===== src/rtl/xm_fetch_pkg.sv =====
// xm_fetch_pkg: shared state encoding, queue entry type and constants for the fetch sequencer
package xm_fetch_pkg;

    localparam int XM_WORD     = 16;
    localparam int INST_BYTES  = XM_WORD / 8;
    localparam int QUEUE_DEPTH = 2;

    typedef enum logic [2:0] {
        FS_IDLE    = 3'd0,
        FS_ISSUE   = 3'd1,
        FS_WAIT    = 3'd2,
        FS_CAPTURE = 3'd3,
        FS_FAULT   = 3'd4
    } fetch_seq_state_e;

    typedef struct packed {
        logic [XM_WORD-1:0] inst;
        logic [XM_WORD-1:0] pc;
    } fetch_entry_t;

    function automatic logic [XM_WORD-1:0] next_pc(input logic [XM_WORD-1:0] pc);
        return pc + XM_WORD'(INST_BYTES);
    endfunction

endpackage


===== src/rtl/fetch_queue.sv =====
// fetch_queue: 2-entry in-order FIFO of fetched instructions; slot 0 is always the head
module fetch_queue
    import xm_fetch_pkg::*;
(
    input  logic         clk,
    input  logic         reset,
    input  logic         push,
    input  fetch_entry_t push_data,
    input  logic         pop,
    input  logic         flush,
    output logic [1:0]   count,
    output logic         head_valid,
    output fetch_entry_t head
);

    fetch_entry_t ent0_q, ent0_d, ent1_q, ent1_d;
    logic [1:0]   count_q, count_d;
    logic [1:0]   slot;
    logic         do_pop, do_push;

    // Shift on pop, write the new entry into the first free slot after the pop
    always_comb begin
        do_pop  = pop && (count_q != 2'd0);
        do_push = push && ((count_q != 2'd2) || do_pop);
        slot    = count_q - {1'b0, do_pop};
        ent0_d  = do_pop ? ent1_q : ent0_q;
        ent1_d  = ent1_q;
        count_d = count_q + {1'b0, do_push} - {1'b0, do_pop};
        if (do_push && slot == 2'd0)
            ent0_d = push_data;
        if (do_push && slot != 2'd0)
            ent1_d = push_data;
        if (flush)
            count_d = 2'd0;
    end

    // Entry storage and occupancy
    always_ff @(posedge clk) begin
        if (reset) begin
            ent0_q  <= '0;
            ent1_q  <= '0;
            count_q <= 2'd0;
        end else begin
            ent0_q  <= ent0_d;
            ent1_q  <= ent1_d;
            count_q <= count_d;
        end
    end

    assign count      = count_q;
    assign head_valid = (count_q != 2'd0);
    assign head       = ent0_q;

endmodule


===== src/rtl/fetch_sequencer.sv =====
// fetch_sequencer: PC owner and request sequencer in front of Fetch_unit, feeding a 2-entry decode queue
// Optional build macro FETCH_SEQ_ALIGN_CHECK_EN: fault on an odd PC instead of forcing PC[0] to 0.
module fetch_sequencer
    import xm_fetch_pkg::*;
#(
    parameter int              WORD     = 16,
    parameter logic [WORD-1:0] RESET_PC = '0
) (
    input  logic            clk,
    input  logic            reset,
    input  logic            run,
    input  logic            redirect,
    input  logic [WORD-1:0] redirect_addr,
    output logic            fetch_en,
    output logic [WORD-1:0] fetch_addr,
    input  logic            fetch_ready,
    input  logic            fetch_err,
    input  logic [WORD-1:0] fetch_inst,
    output logic            inst_valid,
    output logic [WORD-1:0] inst,
    output logic [WORD-1:0] inst_pc,
    input  logic            inst_ready,
    output logic            fault,
    output logic [WORD-1:0] fault_addr
);

    localparam int         DEPTH     = QUEUE_DEPTH;
    localparam logic [2:0] S_IDLE    = FS_IDLE;
    localparam logic [2:0] S_ISSUE   = FS_ISSUE;
    localparam logic [2:0] S_WAIT    = FS_WAIT;
    localparam logic [2:0] S_CAPTURE = FS_CAPTURE;
    localparam logic [2:0] S_FAULT   = FS_FAULT;
`ifdef FETCH_SEQ_ALIGN_CHECK_EN
    localparam logic [WORD-1:0] PC_MASK = '1;
`else
    localparam logic [WORD-1:0] PC_MASK = ~WORD'(1);
`endif

    logic [2:0]      state_q, state_d;
    logic [WORD-1:0] pc_q, pc_d;
    logic            fetch_en_q, fetch_en_d;
    logic [WORD-1:0] fetch_addr_q, fetch_addr_d;
    logic            fault_q, fault_d;
    logic [WORD-1:0] fault_addr_q, fault_addr_d;
    logic            drain_q, drain_d;

    logic         push_en, pop_en, can_issue;
    logic [1:0]   q_count, occ;
    logic         q_valid;
    fetch_entry_t q_head, push_entry;

    assign push_entry = '{inst: fetch_inst, pc: fetch_addr_q};

    // Next-state logic: redirect overrides everything, then the normal fetch sequence
    always_comb begin
        pop_en       = q_valid && inst_ready && !redirect;
        push_en      = (state_q == S_CAPTURE) && !redirect;
        occ          = q_count + {1'b0, push_en} - {1'b0, pop_en};
        can_issue    = run && !fault_q && fetch_ready && (occ < 2'(DEPTH));
        state_d      = state_q;
        pc_d         = pc_q;
        fault_d      = fault_q;
        fault_addr_d = fault_addr_q;
        drain_d      = drain_q;
        if (redirect) begin
            pc_d    = redirect_addr & PC_MASK;
            fault_d = 1'b0;
            state_d = (state_q == S_ISSUE || state_q == S_WAIT) ? S_WAIT : S_IDLE;
            drain_d = (state_q == S_ISSUE || state_q == S_WAIT);
        end else begin
            case (state_q)
                S_IDLE:    state_d = can_issue ? S_ISSUE : S_IDLE;
                S_ISSUE:   state_d = S_WAIT;
                S_WAIT: begin
                    if (fetch_ready && drain_q) begin
                        state_d = S_IDLE;
                        drain_d = 1'b0;
                    end else if (fetch_ready && fetch_err) begin
                        state_d      = S_FAULT;
                        fault_d      = 1'b1;
                        fault_addr_d = fetch_addr_q;
                    end else if (fetch_ready) begin
                        state_d = S_CAPTURE;
                    end
                end
                S_CAPTURE: begin
                    pc_d    = next_pc(pc_q);
                    state_d = can_issue ? S_ISSUE : S_IDLE;
                end
                S_FAULT:   state_d = S_FAULT;
                default:   state_d = S_IDLE;
            endcase
        end
`ifdef FETCH_SEQ_ALIGN_CHECK_EN
        if (state_d == S_ISSUE && pc_d[0]) begin
            state_d      = S_FAULT;
            fault_d      = 1'b1;
            fault_addr_d = pc_d;
        end
`endif
        fetch_en_d   = (state_d == S_ISSUE);
        fetch_addr_d = fetch_en_d ? pc_d : fetch_addr_q;
    end

    // Sequencer state and registered request/fault outputs
    always_ff @(posedge clk) begin
        if (reset) begin
            state_q      <= S_IDLE;
            pc_q         <= RESET_PC & PC_MASK;
            fetch_en_q   <= 1'b0;
            fetch_addr_q <= RESET_PC;
            fault_q      <= 1'b0;
            fault_addr_q <= '0;
            drain_q      <= 1'b0;
        end else begin
            state_q      <= state_d;
            pc_q         <= pc_d;
            fetch_en_q   <= fetch_en_d;
            fetch_addr_q <= fetch_addr_d;
            fault_q      <= fault_d;
            fault_addr_q <= fault_addr_d;
            drain_q      <= drain_d;
        end
    end

    fetch_queue u_queue (
        .clk        (clk),
        .reset      (reset),
        .push       (push_en),
        .push_data  (push_entry),
        .pop        (pop_en),
        .flush      (redirect),
        .count      (q_count),
        .head_valid (q_valid),
        .head       (q_head)
    );

    assign fetch_en   = fetch_en_q;
    assign fetch_addr = fetch_addr_q;
    assign inst_valid = q_valid;
    assign inst       = q_head.inst;
    assign inst_pc    = q_head.pc;
    assign fault      = fault_q;
    assign fault_addr = fault_addr_q;

endmodule


===== config.mk =====
export PLATFORM = sky130hd
export DESIGN_NAME = fetch_sequencer
export DESIGN_NICKNAME = d
export VERILOG_FILES = /design/src/rtl/xm_fetch_pkg.sv /design/src/rtl/fetch_queue.sv /design/src/rtl/fetch_sequencer.sv
export SDC_FILE = /design/constraint.sdc
export NUM_CORES = 1
export LEC_CHECK = 0
export BUFFER_PORTS_ARGS = -buffer_cell sky130_fd_sc_hd__buf_2
export CAP_MARGIN = 20
export CORE_UTILIZATION = 51
export CTS_BUF_LIST = sky130_fd_sc_hd__clkbuf_8
export CTS_CLUSTER_DIAMETER = 60
export CTS_CLUSTER_SIZE = 8
export DETAILED_ROUTE_END_ITERATION = 7
export PLACE_DENSITY = 0.81
export SYNTH_ARGS = -nofsm -noshare
export SYNTH_HDL_FRONTEND = slang
export SYNTH_SLANG_ARGS = --single-unit
export TNS_END_PERCENT = 50

===== constraint.sdc =====
create_clock -name clk -period 3 [get_ports clk]
set_clock_uncertainty 0.05 [all_clocks]
set_input_delay 0.75 -clock clk [delete_from_list [all_inputs] [get_ports clk]]
set_output_delay 0.75 -clock clk [all_outputs]
set_load 0.01 [all_outputs]

==> results of run 1 <==
metrics by stage:
step                std cells  total power [µW]
global route              810              3380
global placement          778              1860
CTS                       810              3290
floorplan                 575              1800
detailed placement        778              1870
finish                    810              3270
area by class of cell:
class	instances	area share, %
multi-input combinational	404	40.5
sequential	120	39.4
timing repair buffer	113	10.3
clock buffer	18	4.07
tap	133	2.73
clock inverter	14	2.44
inverter	8	0.493
Yosys cell counts, drive strengths merged, types with 7 or more instances:
master / count / area share (%)
nor3: 23 / 2.3
dfxtp: 120 / 47
nor2: 78 / 6.2
a21oi: 54 / 5.3
clkbuf: 30 / 2.2
a211oi: 43 / 6.6
o21ai: 8 / 0.86
nand2: 81 / 6.0
mux2i: 50 / 9.8
buf: 13 / 2.2
xor2: 13 / 2.2
inv: 8 / 0.59
nand3: 7 / 0.69
registers in the layout, summed over array words and instances, names as in the netlist:
| register | count |
|---|---|
| fetch_en | 1 |
| fetch_addr | 16 |
| drain_q | 1 |
| pc_q | 16 |
| u_queue.count | 2 |
| fault | 1 |
| fault_addr | 16 |
| state_q | 3 |
| u_queue.head | 32 |
| u_queue.ent1_q | 32 |
final timing paths:
| path | depth (start not counted) | slack, ns | from | end |
|---|---|---|---|---|
| worst max-delay path | 8 | 0.34 | u_queue.count[1] | u_queue.ent1_q[22] |
| worst max register to register | 8 | 0.34 | u_queue.count[1] | u_queue.ent1_q[22] |
| worst min-delay path | 2 | 0.41 | u_queue.ent1_q[2] | u_queue.ent1_q[2] |
| worst min register to register | 2 | 0.41 | u_queue.ent1_q[2] | u_queue.ent1_q[2] |
critical path: stages, from the launching register on:
cell and delay, ns:
dfxtp_1 0.41, or2_2 0.35, and3_2 0.23, ha_1 0.38, a21o_1 0.26, a221oi_4 0.44
buf_12 0.24, nand2_1 0.09, a21oi_1 0.14
power groups by stage:
| stage | combinational [µW] | clock [µW] | sequential [µW] |
|---|---|---|---|
| global route | 205 | 1520 | 1660 |
| global placement | 178 | 0 | 1690 |
| finish | 186 | 1430 | 1650 |
| detailed placement | 183 | 0 | 1690 |
| CTS | 185 | 1450 | 1650 |
| floorplan | 114 | 0 | 1680 |
cell families after synthesis:
group / synth area share [%]
buf+inv: 5.00
mux: 9.80
simple gates: 19.2
compound gates: 15.1
fa+ha+maj: 0.980
xor+xnor: 2.91
flops: 47.0
layer usage:
| metal | vias up | GRT usage [%] | routed length (µm) |
|---|---|---|---|
| li1 | 2176 | - | - |
| met1 | 2124 | 29.2 | 5240 |
| met2 | 173 | 43.1 | 6250 |
| met3 | 29 | 6.02 | 768 |
| met4 | 0 | 9.01 | 259 |
| met5 | - | 0 | 0 |
==> flow_summary_export.csv, run 1 <==
group,metric,value,unit
sta,tightest_slew,0.764,ns
cts,hold_buffers,0,
sta,setup_viol,0,
layout,multi_input_area,2470,µm²
sta,fin_hold_ws,0.408,ns
grt,grtUsageTotal,24.6,%
synth,avgSynthCellArea,8.88,µm²
critical_path,worst_ep_required_time,3.29,ns
synth,synth_cell_types,50,
drt,drt_iter0_drc,232,
power_and_ir_drop,sw_frac_of_total,25.1,%
critical_path,arrival,2.95,ns
grt,grt_pass1_wl,19900,µm
layout,fin_area,6090,µm²
sta,finalCritPeriodShare,88.6,%
layout,finish.utilization,62.6,%
cts,clock_latency,0.41,ns
synth,ys.warnings.count,0,
layout,mostFrequentLayoutCells,"120 x dfxtp_1, 103 x buf_2, 81 x nand2_1, 76 x nor2_1, 54 x a21oi_1",
layout,fillers,814,
critical_path,startpoint_type,"flip-flop",
critical_path,cp-end-kind,"flip-flop",
drt,antenna_left,0,
power_and_ir_drop,seq_power_share,50.5,%
cts,cts_sinks,120,
floorplan,start_util,52.5,%
drt,dr_total_vias,4502,
sta,fmax,376,MHz
worst_hold_path,hp-class,"flip-flop to flip-flop",
layout,final_layout_size_suffix_gt1_share,23.8,%
placement,post-dp-hpwl,8410,µm
layout,regArea,2400,µm²
layout,layout_commonest_cell,"dfxtp_1",
cts,numCtsBuffers,17,
floorplan,dieWidth,102,µm
synth,synth_edf_count,0,
synth,syn_inst,575,
sta,rsz0062_at_grt,"no",
grt,grt_remaining_overflow,0,
drt,viasPerCell,5.56,
cts,cts_setup_buffers,0,
drt,wl_per_cell,15.5,µm
power_and_ir_drop,cellPowerDensity,537,nW/µm²
status,status,"finished, final reports clean",
cts,clkTransAtPathRegs,0.07,ns
cts,cts_tree,"done",
critical_path,critPathKind,"flip-flop to flip-flop",
grt,antenna_found_initial,0,
drt,wirelength,12500,µm
power_and_ir_drop,power_frac_comb,5.7,%
layout,antenna_cells,0,
synth,synth_top_flop_cell,"dfxtp_1",
cts,htreeDepth,4,
sta,period_needed,2.66,ns
sta,relSlewSlack,49.1,%
floorplan,die_h,102,µm
grt,grt_pass1_vias,4268,
synth,synth_nets,618,
power_and_ir_drop,peakVddDrop,0.000410,V
placement,place_area,5700,µm²
placement,pre_cts_ws,0.257,ns
cts,ctsRootBufferMaster,"clkbuf_8",
placement,portBuffers,104,
critical_path,cp_max_fo,28,
sta,layout_setup_ws,0.342,ns
synth,seq_area_frac_synth,47.0,%
synth,netlist_area,5110,µm²
drt,drt_drc_violations_left,0,
floorplan,core-area,9730,µm²
grt,grt_max_degree,72,
power_and_ir_drop,p_leak,0.00243,µW
cts,cts-resized-gates,0,
floorplan,io_pins,106,
layout,fin_nets,707,
sta,finalHoldViolations,0,
placement,routabilityCongestion,0.875,
power_and_ir_drop,p_int,2450,µW
power_and_ir_drop,clock_power_share,43.8,%
run,maxCapViolCount,0,
layout,syn_to_final_growth,19.3,%
sta,tns,0,ns
synth,async_reset_ff_share,0,%
sta,finalMaxSlewViolations,0,
floorplan,die-area,10400,µm²
synth,ys_ff_latch,120,
power_and_ir_drop,netSwitchingPower,820,µW
floorplan,num_rows,36,
drt,dr.pass1.iters,5,
cts,clockBufferDepth,2,
(Power assumes the default switching activity.)
==> run 2: changes to the inputs <==
--- a/config.mk
+++ b/config.mk
@@ -7,13 +7,13 @@
 export LEC_CHECK = 0
 export BUFFER_PORTS_ARGS = -buffer_cell sky130_fd_sc_hd__buf_2
 export CAP_MARGIN = 20
-export CORE_UTILIZATION = 51
+export CORE_UTILIZATION = 57
 export CTS_BUF_LIST = sky130_fd_sc_hd__clkbuf_8
 export CTS_CLUSTER_DIAMETER = 60
-export CTS_CLUSTER_SIZE = 8
+export CTS_CLUSTER_SIZE = 10
 export DETAILED_ROUTE_END_ITERATION = 7
-export PLACE_DENSITY = 0.81
+export PLACE_DENSITY = 0.86
 export SYNTH_ARGS = -nofsm -noshare
 export SYNTH_HDL_FRONTEND = slang
 export SYNTH_SLANG_ARGS = --single-unit
-export TNS_END_PERCENT = 50
+export TNS_END_PERCENT = 10
==> constraint.sdc (replaced) <==
create_clock -name clk -period 2.9 [get_ports clk]
set_clock_uncertainty 0.05 [all_clocks]
set_input_delay 0.725 -clock clk [delete_from_list [all_inputs] [get_ports clk]]
set_output_delay 0.725 -clock clk [all_outputs]
set_load 0.01 [all_outputs]
==> flow_summary_export.csv, run 2 (synthesized netlist as in run 1, its figures left out) <==
group,metric,value,unit
status,status,"finished, final reports clean",
power_and_ir_drop,netSwitchingPower,899,µW
power_and_ir_drop,peakVddDrop,0.000319,V
layout,syn_to_final_growth,18.0,%
placement,routabilityCongestion,0.901,
cts,cts-resized-gates,0,
power_and_ir_drop,power_frac_comb,5.8,%
placement,post-dp-hpwl,8110,µm
placement,portBuffers,104,
grt,grtUsageTotal,26.9,%
sta,finalHoldViolations,0,
layout,finish.utilization,69.4,%
layout,layout_commonest_cell,"dfxtp_1",
critical_path,critPathKind,"flip-flop to flip-flop",
cts,numCtsBuffers,17,
power_and_ir_drop,p_leak,0.00242,µW
sta,period_needed,2.75,ns
grt,antenna_found_initial,0,
worst_hold_path,hold_start,"u_queue.ent1_q[0]",
cts,cts_tree,"done",
drt,viasPerCell,5.81,
drt,wl_per_cell,15.6,µm
drt,dr_total_vias,4565,
critical_path,reg2reg_slack,0.15,ns
critical_path,r2r-end,"u_queue.head[5]",
power_and_ir_drop,seq_power_share,52.6,%
drt,drt_iter0_drc,252,
sta,tightest_slew,0.620,ns
drt,drt_drc_violations_left,0,
floorplan,dieWidth,96.7,µm
sta,tns,0,ns
floorplan,die_h,96.7,µm
layout,final_layout_size_suffix_gt1_share,23.9,%
critical_path,rr_worst_depth,9,
critical_path,worst_ep_required_time,3.15,ns
layout,mostFrequentLayoutCells,"120 x dfxtp_1, 103 x buf_2, 81 x nand2_1, 76 x nor2_1, 54 x a21oi_1",
sta,finalCritPeriodShare,94.9,%
floorplan,start_util,58.9,%
sta,setup_viol,0,
cts,clkTransAtPathRegs,0.08,ns
floorplan,die-area,9350,µm²
drt,dr.pass1.iters,5,
sta,relSlewSlack,58.6,%
worst_hold_path,hp-class,"flip-flop to flip-flop",
floorplan,num_rows,34,
critical_path,arrival,3.00,ns
layout,fin_nets,708,
sta,rsz0062_at_grt,"no",
layout,antenna_cells,0,
run,maxCapViolCount,0,
cts,ctsRootBufferMaster,"clkbuf_8",
worst_hold_path,holdPathStages,2,
sta,fmax,363,MHz
cts,cts_setup_buffers,0,
drt,antenna_left,0,
critical_path,endpoint,"u_queue.head[5]",
grt,grt_remaining_overflow,0,
grt,grt_pass1_wl,20600,µm
cts,hold_buffers,0,
grt,grt_max_degree,57,
floorplan,io_pins,106,
drt,wirelength,12300,µm
power_and_ir_drop,cellPowerDensity,540,nW/µm²
cts,htreeDepth,4,
critical_path,cp-end-kind,"flip-flop",
critical_path,critPathLaunch,"u_queue.count[1]",
critical_path,rr_startpoint,"u_queue.count[1]",
critical_path,cp_max_fo,24,
cts,cts_sinks,120,
grt,grt_pass1_vias,4415,
floorplan,core-area,8680,µm²
cts,clock_latency,0.44,ns
critical_path,startpoint_type,"flip-flop",
cts,clockBufferDepth,2,
power_and_ir_drop,sw_frac_of_total,27.6,%
sta,finalMaxSlewViolations,0,
power_and_ir_drop,p_int,2350,µW
power_and_ir_drop,clock_power_share,41.6,%
run 2: worst min-delay path by stage:
stage,endpoint
global route,u_queue.ent1_q[7]
global placement,u_queue.ent1_q[23]
finish,u_queue.ent1_q[0]
detailed placement,u_queue.ent1_q[12]
floorplan,u_queue.ent1_q[0]
CTS,u_queue.ent1_q[1]
run 2: routing by layer:
metal | track usage (%) | vias up | wire [µm]
met4 | 9.30 | 0 | 229
met2 | 44.3 | 182 | 5930
li1 | - | 2182 | -
met5 | 0 | - | 0
met1 | 33.8 | 2174 | 5330
met3 | 7.59 | 27 | 799
run 2: per-stage QoR:
step / hold WS (ns) / area (µm²) / power [µW] / instances / worst slack [ns]
2_1_floorplan: 0.386 / 5110 / 1860 / 575 / 0.00449
3_3_place_gp: 0.391 / 5670 / 1930 / 754 / 0.266
3_5_place_dp: 0.396 / 5670 / 1930 / 754 / 0.155
4_1_cts: 0.407 / 6030 / 3260 / 786 / 0.188
5_1_grt: 0.421 / 6030 / 3360 / 786 / 0.0223
6_report: 0.408 / 6030 / 3250 / 786 / 0.148
run 2: worst max-delay path, stage by stage (launching register included):
cell and delay (ns):
dfxtp_1 0.42, or2_2 0.36, and3_2 0.23, ha_1 0.23
nor2_1 0.28, o21bai_1 0.21, nand3_2 0.30, buf_4 0.33
nor2_1 0.13, a211oi_1 0.06
run 2: final cells by class:
class / instances / area, µm²
flip-flops and latches: 120 / 2400
inverters: 8 / 30.0
clock inverters: 15 / 120
multi-input cells: 404 / 2470
clock buffers: 17 / 234
repair buffers: 114 / 636
fillers: 682 / 2650
well taps: 108 / 135
run 2: power by group through the flow:
| stage | clock (µW) | sequential, µW | combinational (µW) |
|---|---|---|---|
| after floorplan | 0 | 1740 | 118 |
| after global placement | 0 | 1750 | 182 |
| after detailed placement | 0 | 1750 | 187 |
| after global routing | 1440 | 1710 | 208 |
| final | 1350 | 1710 | 190 |
| after CTS | 1360 | 1710 | 189 |
==> run 3: changes to the inputs <==
--- a/config.mk
+++ b/config.mk
@@ -5,14 +5,14 @@
 export SDC_FILE = /design/constraint.sdc
 export NUM_CORES = 1
 export LEC_CHECK = 0
-export BUFFER_PORTS_ARGS = -buffer_cell sky130_fd_sc_hd__buf_2
 export CAP_MARGIN = 20
-export CORE_UTILIZATION = 57
+export CORE_UTILIZATION = 60
 export CTS_BUF_LIST = sky130_fd_sc_hd__clkbuf_8
 export CTS_CLUSTER_DIAMETER = 60
 export CTS_CLUSTER_SIZE = 10
 export DETAILED_ROUTE_END_ITERATION = 7
-export PLACE_DENSITY = 0.86
+export DONT_BUFFER_PORTS = 1
+export PLACE_DENSITY = 0.79
 export SYNTH_ARGS = -nofsm -noshare
 export SYNTH_HDL_FRONTEND = slang
 export SYNTH_SLANG_ARGS = --single-unit
==> flow_summary_export.csv, run 3 (synthesized netlist as in run 1, its figures left out) <==
group,metric,value,unit
status,status,"finished, final reports clean",
grt,grt_remaining_overflow,0,
grt,antenna_found_initial,0,
grt,grt_pass1_vias,3826,
cts,clkTransAtPathRegs,0.08,ns
grt,grt_max_degree,121,
cts,clockBufferDepth,2,
critical_path,startpoint_type,"flip-flop",
placement,portBuffers,0,
grt,grt_pass1_wl,17900,µm
floorplan,io_pins,106,
floorplan,core-area,8220,µm²
sta,setup_viol,0,
layout,fin_nets,600,
critical_path,arrival,2.87,ns
floorplan,num_rows,33,
drt,dr_total_vias,3995,
sta,finalMaxSlewViolations,0,
layout,layout_commonest_cell,"dfxtp_1",
layout,syn_to_final_growth,7.13,%
layout,final_layout_size_suffix_gt1_share,9.30,%
layout,mostFrequentLayoutCells,"120 x dfxtp_1, 81 x nand2_1, 76 x nor2_1, 54 x a21oi_1, 50 x mux2i_1",
cts,cts_setup_buffers,0,
cts,clock_latency,0.43,ns
drt,drt_iter0_drc,193,
floorplan,dieWidth,94.3,µm
drt,drt_drc_violations_left,0,
cts,cts-resized-gates,0,
power_and_ir_drop,p_leak,0.00188,µW
drt,wirelength,11200,µm
sta,finalCritPeriodShare,91.1,%
floorplan,start_util,62.2,%
cts,numCtsBuffers,17,
grt,grtUsageTotal,26.0,%
critical_path,cp-end-kind,"flip-flop",
sta,tns,0,ns
drt,viasPerCell,5.92,
layout,fin_area,5470,µm²
sta,fmax,378,MHz
cts,htreeDepth,4,
cts,ctsRootBufferMaster,"clkbuf_8",
run,maxCapViolCount,0,
drt,dr.pass1.iters,4,
layout,antenna_cells,0,
floorplan,die-area,8890,µm²
cts,hold_buffers,0,
cts,cts_tree,"done",
floorplan,die_h,94.3,µm
placement,place_area,5090,µm²
critical_path,cp_max_fo,64,
placement,routabilityCongestion,0.920,
sta,finalHoldViolations,0,
worst_hold_path,hp-class,"input port to flip-flop",
drt,wl_per_cell,16.5,µm
drt,antenna_left,0,
layout,finish.utilization,66.6,%
placement,post-dp-hpwl,7380,µm
power_and_ir_drop,cellPowerDensity,591,nW/µm²
sta,period_needed,2.64,ns
sta,tightest_slew,0.633,ns
sta,relSlewSlack,57.8,%
critical_path,worst_ep_required_time,3.13,ns
critical_path,critPathKind,"flip-flop to flip-flop",
cts,cts_sinks,120,
power_and_ir_drop,peakVddDrop,0.000348,V
sta,rsz0062_at_grt,"no",
run 3: cell count changes in the layout (fill, tap and decap cells not counted), moves of 2 or more:
cell,change
buf_12,-2
inv_6,-2
buf_4,-3
clkbuf_8,+2
inv_8,-2
clkinv_4,+2
buf_2,-103
clkinv_2,-2
run 3: metal layers:
layer  up-vias  track usage [%]  part of all wire (%)
met2       133             44.7                    50
met4         0             11.3                   1.5
met3        20             8.50                   8.5
met1      1875             29.0                    40
met5         -                0                     0
li1       1967                -                     -
run 3: metrics by stage:
stage,total power (µW),hold slack (ns),worst slack (ns),std cells
after global routing,3360,0.289,0.0729,675
after detailed placement,1860,0.391,0.290,643
after floorplan,1860,0.386,0.00449,575
after global placement,1850,0.385,0.348,643
after CTS,3260,0.291,0.277,675
final,3240,0.313,0.258,675
run 3: path summary, 6_finish.rpt:
check | slack, ns | endpoint | cells after the start | from
max reg2reg | 0.26 | u_queue.head[14] | 9 | u_queue.count[1]
min | 0.31 | u_queue.ent1_q[4] | 1 | reset
max | 0.26 | u_queue.head[14] | 9 | u_queue.count[1]
min reg2reg | 0.40 | u_queue.ent1_q[2] | 2 | u_queue.ent1_q[2]
run 3: final cells by class:
class | instances | area, µm²
repair buffers | 6 | 57.6
inverters | 8 | 30.0
clock buffers | 19 | 262
well taps | 105 | 131
multi-input cells | 404 | 2470
flip-flops and latches | 120 | 2400
clock inverters | 13 | 121
fillers | 662 | 2740
run 3: where the power goes:
part / switching, µW / internal, µW
combinational: 59.8 / 42.6
clock: 687 / 727
sequential: 44.0 / 1680
run 3: worst max-delay path: stages, from the launching register on:
cell	delay [ns]
dfxtp_1	0.42
or2_2	0.39
and3_2	0.24
ha_1	0.23
nor2_1	0.29
o21bai_1	0.18
nand3_2	0.08
buf_4	0.32
nor2_1	0.19
a211oi_1	0.07
